[src/rtl/mem_crc_encoder.sv]
// mem_crc_encoder
//    Accepts one 8-bit word with a 4-bit address and computes its 4-bit CRC
//    (x^4+x+1, init 0) serially, one bit per cycle, MSB first. It then writes
//    the 12-bit codeword {data, crc} to a 16x12 memory with a one-cycle
//    strobe. One word takes 10 cycles: 1 accept + 8 CRC + 1 write.
//
// Ports
//    clk            clock, all state changes on the rising edge
//    rst            asynchronous reset, active low
//    in_valid       upstream word available
//    in_ready       high only while idle; a word is taken when valid & ready
//    in_addr[3:0]   target memory address
//    in_data[7:0]   payload to protect
//    wr_en          one-cycle memory write strobe
//    write_addr[3:0]   registered write address, held until the next write
//    write_data[11:0]  registered codeword, held until the next write
//    busy           high whenever a word is in flight
//    words_written[7:0]  count of issued writes, wraps at 256
module mem_crc_encoder (
   input  logic        clk,
   input  logic        rst,
   input  logic        in_valid,
   output logic        in_ready,
   input  logic [3:0]  in_addr,
   input  logic [7:0]  in_data,
   output logic        wr_en,
   output logic [3:0]  write_addr,
   output logic [11:0] write_data,
   output logic        busy,
   output logic [7:0]  words_written
);

   localparam int DATA_W = 8;
   localparam int ADDR_W = 4;
   localparam int CRC_W  = 4;

   typedef enum logic [1:0] {
      IDLE  = 2'd0,
      CALC  = 2'd1,
      WRITE = 2'd2
   } state_t;

   state_t                    state_q, state_d;
   logic [ADDR_W-1:0]         addr_q, addr_d;
   logic [DATA_W-1:0]         data_q, data_d;
   logic [CRC_W-1:0]          crc_q, crc_d;
   logic [2:0]                bit_cnt_q, bit_cnt_d;
   logic [ADDR_W-1:0]         write_addr_q, write_addr_d;
   logic [DATA_W+CRC_W-1:0]   write_data_q, write_data_d;
   logic [7:0]                words_q, words_d;
   logic [CRC_W-1:0]          crc_next;
   logic                      cur_bit;

   // One serial step of the x^4+x+1 LFSR.
   function automatic logic [CRC_W-1:0] crc_step(input logic [CRC_W-1:0] crc,
                                                 input logic             b);
      logic fb;
      fb = crc[CRC_W-1] ^ b;
      return {crc[CRC_W-2:0], 1'b0} ^ (fb ? 4'h3 : 4'h0);
   endfunction

   always_comb begin
      state_d      = state_q;
      addr_d       = addr_q;
      data_d       = data_q;
      crc_d        = crc_q;
      bit_cnt_d    = bit_cnt_q;
      write_addr_d = write_addr_q;
      write_data_d = write_data_q;
      words_d      = words_q;
      // Bit counter 0 selects data bit 7, so the word is consumed MSB first.
      cur_bit      = data_q[3'd7 - bit_cnt_q];
      crc_next     = crc_step(crc_q, cur_bit);

      case (state_q)
         IDLE: begin
            if (in_valid) begin
               addr_d    = in_addr;
               data_d    = in_data;
               crc_d     = '0;
               bit_cnt_d = '0;
               state_d   = CALC;
            end
         end
         CALC: begin
            crc_d     = crc_next;
            bit_cnt_d = bit_cnt_q + 3'd1;
            if (bit_cnt_q == 3'd7) begin
               // Load the output registers on the last CRC edge, so they are
               // already valid during the WRITE cycle.
               state_d      = WRITE;
               write_addr_d = addr_q;
               write_data_d = {data_q, crc_next};
            end
         end
         WRITE: begin
            state_d = IDLE;
            words_d = words_q + 8'd1;
         end
         default: begin
            state_d = IDLE;
         end
      endcase
   end

   always_ff @(posedge clk or negedge rst) begin
      if (!rst) begin
         state_q      <= IDLE;
         addr_q       <= '0;
         data_q       <= '0;
         crc_q        <= '0;
         bit_cnt_q    <= '0;
         write_addr_q <= '0;
         write_data_q <= '0;
         words_q      <= '0;
      end else begin
         state_q      <= state_d;
         addr_q       <= addr_d;
         data_q       <= data_d;
         crc_q        <= crc_d;
         bit_cnt_q    <= bit_cnt_d;
         write_addr_q <= write_addr_d;
         write_data_q <= write_data_d;
         words_q      <= words_d;
      end
   end

   // All outputs are decodes of registered state only.
   assign in_ready      = (state_q == IDLE);
   assign busy          = (state_q != IDLE);
   assign wr_en         = (state_q == WRITE);
   assign write_addr    = write_addr_q;
   assign write_data    = write_data_q;
   assign words_written = words_q;

endmodule
[config.mk]
export PLATFORM = sky130hd
export DESIGN_NAME = mem_crc_encoder
export DESIGN_NICKNAME = d
export VERILOG_FILES = /design/src/rtl/mem_crc_encoder.sv
export SDC_FILE = /design/constraint.sdc
export NUM_CORES = 1
export LEC_CHECK = 0
export BUFFER_PORTS_ARGS = -buffer_cell sky130_fd_sc_hd__buf_2
export CORE_MARGIN = 4
export CORE_UTILIZATION = 45
export DETAILED_ROUTE_END_ITERATION = 12
export PLACE_DENSITY_LB_ADDON = 0.12
export REMOVE_ABC_BUFFERS = 1
export SYNTH_ARGS = -nofsm -noshare
export SYNTH_HDL_FRONTEND = slang
export SYNTH_SLANG_ARGS = --single-unit
[constraint.sdc]
create_clock -name clk -period 3.4 [get_ports clk]
set_clock_uncertainty 0.15 [all_clocks]
set_input_delay 0.34 -clock clk [delete_from_list [all_inputs] [get_ports clk]]
set_output_delay 0.34 -clock clk [all_outputs]
set_load 0.1 [all_outputs]
==> metrics <==
outcome completed; Setup crit end kind primary output; fmax 0.487 GHz; # nets final 194; Post-Layout Cell Count 227; CTS clk-pin slew, worst paths 0.08 ns; FF+latch count, synth 45; crit path max-delay cell type buf_2; mux cell area share after synthesis 20.5%; routability cong. 0.711; routed length per placed instance 14.3 um; Required @ worst endpoint 2.91 ns; Final TNS setup 0 ns; Tightest Pin Transition 0.978 ns; Top Ports 42; Num Clock Sinks 45; largest net degree at the start of global routing 46; Post-Synthesis Cells 133; post-synthesis sequential area ratio 60.8%; Hold Path Class in -> async; dpl hpwl 2310 um; Remaining DRCs 0; worst relative slew slack 34.8%; Initial DRC Count 21; R2R depth 3; CTS Buf Count 5; initial core utilization 46.3%; syn_area_per_cell 13.9 um^2; first-pass GRT wire length 5550 um; ANT nets after route 0; Vias 1,129; Final setup violation count 0; Post-CTS Setup Repair Bufs 0; area grow syn2layout 17.9%; Die ar. 5210 um^2; CTS tree yes; CTS Buffer Depth 2; Pre-antenna DRT Iters 2; Max H-tree Level 2; compound-cell area share of the yosys netlist 2.70%; vias in the first global route 1,204; Worst Setup Start Kind register; Antenna Cells 0; synth unique cells 21; Period minus WS final 2.05 ns; total number of yosys warnings 0; critical path arrival 1.56 ns; Finished Cell Area 2180 um^2; fin crit share 60.4%; placed cell areas 2100 um^2; row count 23; share of layout cells above drive strength 1 28.8%; initial antenna violation count 0; port buffer count 41; Post-Synth XOR/XNOR Area 4.73%; fin. max-slew vios 0; main combinational cell family by area after synthesis multiplexers; vias per std cell 4.97; gr ovfl total 0; Worst Path Class, Setup reg -> out; Synth Area in Simple Gates 7.84%; register-to-register setup slack 1.45 ns; CP cell instances nor2b_1 > buf_2; Placed Cells 219; register area 1130 um^2; Synth Area in Adders 2.03%; Detailed Route WL 3240 um; worst skew pair latency 0.29 ns; max cap viols 0; unrepaired setup endpoints after global routing no; slowest stage delay, CP 0.51 ns; Mapped Area 1850 um^2; Die X 72.2 um; CTS Hold Bufs 0; CTS root buffer clkbuf_8; RR Startpoint state_q[1]; Total Routing Usage GR 14.2%; Die Ht 72.2 um; crit-path max FO 6; core box area 4000 um^2; area of the multi-input gates 699 um^2; post-CTS sizing 0; Fin. Hold Viols 0; crit path from state_q[0]; # fillers 339
## area by class of cell
class                           instances  area share (%)
Sequential cell                        45            51.6
Tap cell                               50            2.87
Clock buffer                            5            3.15
Multi-Input combinational cell         82            32.0
Clock inverter                          3           0.802
Timing Repair Buffer                   41            9.40
Inverter                                1           0.172
## sequential cells by signal (all words and copies together) (netlist names)
register,flops
write_addr,4
words_written,8
crc_q,4
write_data,12
addr_q,4
data_q,8
bit_cnt_q,3
state_q,2
## synth_stat cells
cell      instances  area (um^2)
and2_1            2         12.5
and2b_1           1         7.51
and3_1            2         12.5
and4_1            1         8.76
buf_2             3         15.0
clkbuf_1          2         7.51
dfrtp_1          45         1130
ha_1              3         37.5
inv_1             1         3.75
mux2_1           27          304
mux2i_4           1         22.5
mux4_1            2         52.6
nand2_1          14         52.6
nand2b_1          1         6.26
nand3_1           5         25.0
nand3_2           1         10.0
nor2_1            1         3.75
nor2b_1           1         6.26
o21ai_1          10         50.1
xnor2_1           7         61.3
xor2_1            3         26.3
## placed cells by master, fill, tap and decap left out
cell type and n:
buf_2 41, o21ai_1 10, and4_1 1, ha_1 3, inv_1 1, and3_1 2, dfrtp_1 45, nand2b_1 1
clkinv_2 2, xor2_1 3, nor2b_1 1, and2_1 2, mux2i_4 1, nor2_1 1, mux2_1 27, xnor2_1 7
nand3_1 5, mux4_1 2, clkinvlp_4 1, clkbuf_8 5, and2b_1 1, nand2_1 14, nand3_2 1
## final timing paths
| kind | to |
|---|---|
| hold / removal | words_written[4] |
| min in group clk | data_q[3] |
| max in group asynchronous | data_q[2] |
| setup / recovery | wr_en |
| setup reg to reg | addr_q[2] |
| hold reg to reg | words_written[7] |
## critical path, delay by kind of cell (launching register included)
family / cells / cell delay [ns]
and+or+nand+nor: 1 / 0.35
DFF: 1 / 0.40
buffers and inverters: 1 / 0.51
## cells by family (layout without fill, tap and decap cells)
family                     count (synthesis)  in the layout
DFF                                       45             45
muxes                                     30             30
and+or+nand+nor                           29             29
AOI/OAI and AO/OA                         10             10
xor gates and xnor gates                  10             10
buffers and inverters                      6             50
adders and majority gates                  3              3
## through the flow
step	hold slack [ns]	setup WS (ns)	util (%)
after floorplan	-0.106	0.247	-
after global placement	0.306	1.48	52.4
after detailed placement	0.314	1.43	52.4
after CTS	0.0765	1.34	54.6
after global routing	0.0863	1.24	54.6
final	0.0505	1.35	54.6
## metal layers
layer	part of all wire (%)	track usage, %	up-vias	wire [um]
met1	44	17.6	548	1420
met3	6.3	5.82	5	205
met5	0	0	-	0
li1	-	-	545	-
met4	1.9	5.64	0	61
met2	48	22.2	31	1560
Power is left out: the tool's default activity adds up to more than one toggle a clock period on the data nets, which glitch-free logic cannot reach.
